--- config.mk ---
export PLATFORM = sky130hd
export DESIGN_NAME = frame_buffer_read_ctrl
export DESIGN_NICKNAME = d
export VERILOG_FILES = /design/src/rtl/frame_buffer_pkg.sv /design/src/rtl/sync_delay_line.sv /design/src/rtl/frame_buffer_read_ctrl.sv
export SDC_FILE = /design/constraint.sdc
export NUM_CORES = 1
export LEC_CHECK = 0
export ABC_AREA = 1
export CELL_PAD_IN_SITES_DETAIL_PLACEMENT = 1
export CELL_PAD_IN_SITES_GLOBAL_PLACEMENT = 1
export CORE_MARGIN = 5
export CORE_UTILIZATION = 40
export CTS_CLUSTER_SIZE = 28
export DETAILED_ROUTE_END_ITERATION = 8
export GPL_TIMING_DRIVEN = 1
export PLACE_DENSITY_LB_ADDON = 0.1
export SLEW_MARGIN = 20
export SYNTH_ARGS = -nofsm -noshare
export SYNTH_HDL_FRONTEND = slang
export SYNTH_SLANG_ARGS = --single-unit
--- constraint.sdc ---
create_clock -name clk_i -period 10.83 [get_ports clk_i]
set_input_delay 3.249 -clock clk_i [delete_from_list [all_inputs] [get_ports clk_i]]
set_output_delay 3.249 -clock clk_i [all_outputs]
set_load 0.005 [all_outputs]
--- src/rtl/frame_buffer_pkg.sv ---
// Shared frame-buffer definitions: controller state encoding and the
// supported read-latency range, used by both read and write controllers.
package frame_buffer_pkg;

  typedef enum logic [1:0] {
    WAIT_PAGE  = 2'd0,
    WAIT_VSYNC = 2'd1,
    ACTIVE     = 2'd2
  } fb_state_e;

  localparam int RD_LATENCY_MIN = 1;
  localparam int RD_LATENCY_MAX = 3;

  // Out-of-range latencies are pinned to the nearest supported value.
  function automatic int clamp_rd_latency(input int lat);
    if (lat < RD_LATENCY_MIN) return RD_LATENCY_MIN;
    if (lat > RD_LATENCY_MAX) return RD_LATENCY_MAX;
    return lat;
  endfunction

endpackage

--- src/rtl/sync_delay_line.sv ---
// Fixed-depth register pipeline with synchronous clear of every stage.
module sync_delay_line #(
  parameter int WIDTH = 1,
  parameter int DEPTH = 1
) (
  input  logic             clk_i,
  input  logic             reset_i,
  input  logic [WIDTH-1:0] data_i,
  output logic [WIDTH-1:0] data_o
);

  logic [WIDTH-1:0] stage [DEPTH];

  always_ff @(posedge clk_i) begin
    if (reset_i) begin
      for (int i = 0; i < DEPTH; i++) stage[i] <= '0;
    end else begin
      stage[0] <= data_i;
      for (int i = 1; i < DEPTH; i++) stage[i] <= stage[i-1];
    end
  end

  assign data_o = stage[DEPTH-1];

endmodule

--- src/rtl/frame_buffer_read_ctrl.sv ---
// Frame-buffer read side: walks a linear pixel pointer in step with display
// enable and realigns HDMI timing with the returned pixel data.
//
// state      | meaning
// WAIT_PAGE  | no complete frame written yet; no reads
// WAIT_VSYNC | frame available, waiting for a vsync rising edge to start
// ACTIVE     | reading one pixel per de_i cycle, pointer wraps at frame end
module frame_buffer_read_ctrl
  import frame_buffer_pkg::*;
#(
  parameter int                    ADDR_WIDTH  = 32,
  parameter int                    DATA_WIDTH  = 16,
  parameter int                    RD_LATENCY  = 1,
  parameter logic [DATA_WIDTH-1:0] BLANK_PIXEL = '0
) (
  input  logic                  clk_i,
  input  logic                  reset_i,
  input  logic [15:0]           resolution_width_i,
  input  logic [15:0]           resolution_depth_i,
  input  logic                  page_written_once_i,
  input  logic                  hsync_i,
  input  logic                  vsync_i,
  input  logic                  de_i,
  input  logic [DATA_WIDTH-1:0] rd_data_i,
  output logic                  rd_o,
  output logic [ADDR_WIDTH-1:0] addr_rd_o,
  output logic                  hsync_o,
  output logic                  vsync_o,
  output logic                  de_o,
  output logic [DATA_WIDTH-1:0] pixel_o,
  output logic                  frame_misalign_o
);

  localparam int LAT = clamp_rd_latency(RD_LATENCY);

  fb_state_e             state, state_next;
  logic [ADDR_WIDTH-1:0] ptr, ptr_next, total_pixel;
  logic [31:0]           pixel_count;
  logic                  vsync_prev, vsync_rise, pixel_valid;
  logic [3:0]            dly_in, dly_out;

  assign pixel_count = {16'd0, resolution_width_i} * {16'd0, resolution_depth_i};
  assign total_pixel = ADDR_WIDTH'(pixel_count) - ADDR_WIDTH'(1);
  assign vsync_rise  = vsync_i & ~vsync_prev;

  always_comb begin
    state_next       = state;
    ptr_next         = ptr;
    rd_o             = 1'b0;
    addr_rd_o        = ptr;
    frame_misalign_o = 1'b0;
    if (!page_written_once_i) begin
      state_next = WAIT_PAGE;
    end else begin
      unique case (state)
        WAIT_PAGE:  state_next = WAIT_VSYNC;
        WAIT_VSYNC: begin
          if (vsync_rise) begin
            state_next = ACTIVE;
            ptr_next   = '0;
          end
        end
        ACTIVE: begin
          // A frame start forces address 0 even if a read lands on the same cycle.
          if (vsync_rise) begin
            frame_misalign_o = (ptr != '0);
            addr_rd_o        = '0;
            ptr_next         = '0;
          end
          if (de_i) begin
            rd_o     = 1'b1;
            ptr_next = (addr_rd_o == total_pixel) ? '0 : addr_rd_o + ADDR_WIDTH'(1);
          end
        end
        default: state_next = WAIT_PAGE;
      endcase
    end
  end

  always_ff @(posedge clk_i) begin
    if (reset_i) begin
      state      <= WAIT_PAGE;
      ptr        <= '0;
      vsync_prev <= 1'b0;
    end else begin
      state      <= state_next;
      ptr        <= ptr_next;
      vsync_prev <= vsync_i;
    end
  end

  assign dly_in = {hsync_i, vsync_i, de_i, rd_o};

  sync_delay_line #(
    .WIDTH (4),
    .DEPTH (LAT)
  ) u_timing_delay (
    .clk_i   (clk_i),
    .reset_i (reset_i),
    .data_i  (dly_in),
    .data_o  (dly_out)
  );

  assign {hsync_o, vsync_o, de_o, pixel_valid} = dly_out;
  assign pixel_o = pixel_valid ? rd_data_i : BLANK_PIXEL;

endmodule

# Word-level counts from Yosys, hierarchy flattened
# Memory sizes are Yosys's and may differ from the RTL's.
# Index checks and enable logic that the tools add are counted.
[word_totals]
regBits = 35
ram_bits = 4
n_memories = 1
wordCells = 44
out_inout_bits = 53
input_bits = 54
[mem_list]
columns = ["memory", "words", "width", "read_ports", "rd_clocked_by_memory_dff", "write_ports", "line", "source"]
rows = [
  ["u_timing_delay.stage", 1, 4, 1, 0, 1, "sync_delay_line.sv:12", "logic [WIDTH-1:0] stage [DEPTH];"],
]
[classes]
bitwise_logic = 4
multipliers = 1
addsub = 2
reduce_logical = 7
mux = 22
eq_ne = 4
[op_table]
columns = ["op", "n"]
rows = [
  ["$mux W32", 7],
  ["$pmux W32 S2", 1],
  ["$add A32 B1 Y32 const B", 1],
  ["$eq A32 B32 Y1", 1],
  ["$mul A16 B16 Y32", 1],
  ["$reduce_bool A32 Y1", 1],
  ["$sub A32 B1 Y32 const B", 1],
  ["$mux W16", 1],
  ["$mux W1", 10],
  ["$pmux W2 S3", 1],
  ["$mux W4", 1],
  ["$reduce_and A2 Y1", 2],
  ["$reduce_or A4 Y1", 1],
  ["$not A1 Y1", 3],
  ["$eq A2 B1 Y1 const B", 1],
  ["$eq A2 B2 Y1 const B", 1],
  ["$logic_not A2 Y1", 1],
  ["$mux W2", 1],
  ["$ne A2 B2 Y1 const B", 1],
  ["$reduce_bool A2 Y1", 1],
  ["$reduce_or A2 Y1", 1],
  ["$and A1 B1 Y1", 1],
]

# Longest topological paths before layout
[depth]
depth_word = 9
mapped_depth = 35
ltp_nobuf = 33

# Modules after synthesis
# Synthesis repeated with hierarchy kept, for this count alone.
[unflattened]
hier_cells = 2091
hier_area_um2 = 13716.9
[by_module_without_submodules]
columns = ["mod", "seq_area_each_um2", "instances", "cells_each", "area_each_um2"]
rows = [
  ["frame_buffer_read_ctrl", 700.7, 1, 2079, 13606.8],
  ["sync_delay_line", 80.1, 1, 12, 110.1],
]

# Least setup slack after synthesis
# OpenSTA, ideal clock, no wires.
[synth_path]
kind = "in2reg"
startpoint = "in resolution_width_i[15]"
endpoint = "reg ptr[25]"
slack_ns = 1.974
cell_stages = 29
n_path_buf = 3
arrival_time_ns = 8.724
setup_time_ns = 0.132
required_ns = 10.698
path_cell_list = "clkbuf_1 -> clkbuf_1 -> nand2_1 -> fa_1 -> fa_1 -> inv_1 -> fa_1 -> inv_1 -> fa_1 -> fa_1 -> fa_1 -> inv_1 -> ha_1 -> nand2_1 -> nor2_1 -> inv_1 -> nor2_2 -> nand4_1 -> nand3_1 -> nand2_1 -> nand2_1 -> nand2_1 -> nor2_1 -> nand2_1 -> nor2_2 -> nand4_4 -> buf_6 -> nand2_1 -> a21oi_1"
[synth_via]
elab_chain_cells = 6
[synth_rtl]
columns = ["item", "line", "source"]
rows = [
  ["from (decl)", "frame_buffer_read_ctrl.sv:18", "input logic [15:0] resolution_width_i,"],
  ["$mul A16 B16 Y32", "frame_buffer_read_ctrl.sv:42", "assign pixel_count = {16'd0, resolution_width_i} * {16'd0, resolution_depth_i};"],
  ["$sub A32 B1 Y32", "frame_buffer_read_ctrl.sv:43", "assign total_pixel = ADDR_WIDTH'(pixel_count) - ADDR_WIDTH'(1);"],
  ["$eq A32 B32 Y1", "frame_buffer_read_ctrl.sv:72", "ptr_next = (addr_rd_o == total_pixel) ? '0 : addr_rd_o + ADDR_WIDTH'(1);"],
  ["$mux W32", "frame_buffer_read_ctrl.sv:72", ""],
  ["$mux W32", "frame_buffer_read_ctrl.sv:70", "if (de_i) begin"],
  ["$pmux W32 S2", "frame_buffer_read_ctrl.sv:55", "unique case (state)"],
  ["to (signal assigned)", "frame_buffer_read_ctrl.sv:87", "ptr <= ptr_next;"],
  ["to (decl)", "frame_buffer_read_ctrl.sv:37", "logic [ADDR_WIDTH-1:0] ptr, ptr_next, total_pixel;"],
]
# Every way passes these cells.
# A chain may end at the register's enable or synchronous reset.

# Final worst setup path
[layout_path]
startpoint = "in resolution_depth_i[8]"
endpoint = "reg ptr[25]"
[layout_via]
elab_chain_cells = 6
[layout_rtl]
columns = ["item", "line", "source"]
rows = [
  ["from (decl)", "frame_buffer_read_ctrl.sv:19", "input logic [15:0] resolution_depth_i,"],
  ["$mul A16 B16 Y32", "frame_buffer_read_ctrl.sv:42", ""],
  ["$sub A32 B1 Y32", "frame_buffer_read_ctrl.sv:43", ""],
  ["$eq A32 B32 Y1", "frame_buffer_read_ctrl.sv:72", ""],
  ["$mux W32", "frame_buffer_read_ctrl.sv:72", ""],
  ["$mux W32", "frame_buffer_read_ctrl.sv:70", ""],
  ["$pmux W32 S2", "frame_buffer_read_ctrl.sv:55", ""],
]
# Every way passes these cells.

==> metrics.md <==
| Metric | Value |
|---|---|
| Status | `complete, no violations` |
| Boundary Pins | `approximately 110` |
| Buffers on Ports | `106` |
| Endpoints failing hold | `0` |
| Yosys cell types | `40` |
| Crit-path most repeated cell | `nand2_1` |
| # Post-CTS Setup Buffers | `0` |
| CP startpoint kind | `primary input` |
| CP Data Arrival Time | `between 10 and 15 ns` |
| N_diodes | `0` |
| Final setup margin | `about 0.71 ns` |
| First-pass GRT wire length | `roughly 72000 um` |
| EDFF count, synth | `0` |
| Mapped Cells | `2067` |
| Syn Area/Cell | `6.55 um^2` |
| Worst path slowest cell | `clkdlybuf4s50_1` |
| CTS resizes | `0` |
| Critical path class | `primary input to flip-flop` |
| Max Cap Violations | `0` |
| Least-Margin Pin Slew | `slightly below 0.9 ns` |
| Clock period minus worst slack | `10.12 ns` |
| Worst Path Buf+Inv | `4` |
| CP required | `roughly 11 ns` |
| Clock sink total | `38` |
| Crit share post-route | `around 93%` |
| DRC | `0` |
| Hold Path Depth | `2` |
| Worst Hold Class | `flip-flop to flip-flop` |
| Largest area contributor in the netlist | `fa_1` |
| Die height | `around 190 um` |
| Fin nets | `2497` |
| Largest net degree at the start of global routing | `49` |
| CTS hold repair buffers | `0` |
| Dominant cells by area after synthesis | `fa_1, nand2_1, inv_1, ha_1, dfxtp_1` |
| Wire length per cell | `16.8 um` |
| Gr usage total | `approximately a quarter` |
| Clk root buf | `clkbuf_16` |
| CTS tree | `done` |
| Fmax | `between 0.09 and 0.1 GHz` |
| Initial DRC count | `between 500 and 600` |
| Initial Util | `40.5%` |
| Setup violations, final | `0` |
| Synthesis warning total | `0` |
| Via-to-Cell Ratio | `just under 5` |
| Main synth FF type | `dfxtp_1` |
| Clock input transition at the sequential cells of the worst setup and hold paths | `approximately 0.06 ns` |
| CTS buffer count | `5` |
| Grt ovf | `0` |
| Setup_tns | `0 ns` |
| Worst path top cell family by delay | `adder cells` |
| Core Area | `about 0.033 mm^2` |
| Via total after detailed routing | `about 13000` |
| Total Wirelength | `about 43000 um` |
| Setup crit end kind | `flip-flop` |
| Post-synthesis sequential area ratio | `around 5.6%` |
| Seq cells post-synth | `38` |
| Most common cell after layout, fill and taps aside | `nand2_1` |
| Slew Limit Fails | `0` |
| Post-Syn Nets | `2439` |
| RD Place Congestion | `around 0.9` |
| Slew headroom | `between 40% and 50%` |
| Dpl hpwl | `~38000 um` |
| DP Worst Slack | `0.416 ns` |
| Routed Antenna Nets | `0` |
| Commonest non-fill, non-tap cells in the layout | `nand2_1, inv_1, fa_1` |
| Row cnt | `67` |
| Setup Skew | `between 0.005 and 0.006 ns` |
| DR pass1 iterations | `5` |
| Post-Synthesis Cell Area | `0.0135 mm^2` |
| Worst path depth | `27` |
| Slowest stage delay, CP | `0.93 ns` |
| Die width | `194 um` |
| Max FO, Critical Path | `23` |
| Layout cells sized above 1 | `around 3.7%` |
| Vias in the first global route | `approximately 14000` |
| Total die area | `around 0.038 mm^2` |
| Ys async rst share | `0%` |
| R2R depth | `19` |
| H-tree depth | `2` |
| Antenna violations before repair | `0` |
| Layout area overhead | `12.1%` |
| Unrepaired setup endpoints after global routing | `no` |
| Skew-Pair Late Insertion Delay | `about 0.29 ns` |
| CTS max path bufs | `2` |
| Top-area cell type share of the netlist area | `about 30%` |
final timing paths:
path              endpoint                        from  slack, ns
setup / recovery   ptr[25]       resolution_depth_i[8]       0.71
hold / removal     ptr[19]                     ptr[19]       0.49
setup reg to reg   ptr[30]  u_timing_delay.stage[0][2]       7.56
hold reg to reg    ptr[19]                     ptr[19]       0.49
layer usage:
layer	GRT usage (%)	up-vias	routed length (um)
li1	-	6153	-
met1	30.9	6372	19600
met2	42.4	190	21700
met3	2.43	34	1420
met4	2.55	0	381
met5	0	-	0
tightest hold or removal path: stages (launching register included):
cell     delay, ns
dfxtp_1       0.32
nand2_1       0.06
a21oi_1       0.05
layout make-up:
| cell class | count | area, um^2 |
|---|---|---|
| fill | 4434 | 18300 |
| multi-input combinational | 1436 | 10500 |
| inverter | 506 | 1900 |
| timing repair buffer | 138 | 1300 |
| sequential | 38 | 761 |
| tap | 448 | 561 |
| clock buffer | 7 | 143 |
| clock inverter | 1 | 5.00 |
synth_stat cells, drive strengths merged, types with 2 or more instances:
cell      n
nand2   678
o21bai    3
buf       6
nor2    147
nor3     20
nand4    22
fa      207
ha      111
xnor2    16
nor4     13
clkinv    2
clkbuf   81
nand3b   10
and2      4
xor2     22
dfxtp    38
nor3b     2
a21oi    60
inv     504
o21ai    38
nand3    77
registers in the layout, indices dropped and copies added (netlist names):
| register | count |
|---|---|
| ptr | 32 |
| u_timing_delay.stage | 4 |
| state | 2 |
per-stage QoR:
step           util (%)  cell area [um^2]  instances  hold WS, ns
6_report           45.4             15200       2574        0.487
5_1_grt            45.4             15200       2574        0.547
4_1_cts            45.4             15200       2574        0.485
3_5_place_dp       44.9             15000       2566        0.476
3_3_place_gp       44.9             15000       2566        0.469
2_1_floorplan         -             13500       2067        0.458
cell families (layout without fill, tap and decap cells):
family                     after synthesis  in the layout  synth area share [%]
and+or+nand+nor                        974            974                  30.2
buffers and inverters                  593            652                  16.8
adders and majority gates              318            318                  40.8
AOI/OAI and AO/OA                      106            106                  4.06
xor gates and xnor gates                38             38                  2.46
DFF                                     38             38                  5.62
Power is not shown: default switching activity piles up to over one toggle a cycle in this logic, so the estimate is an artifact.
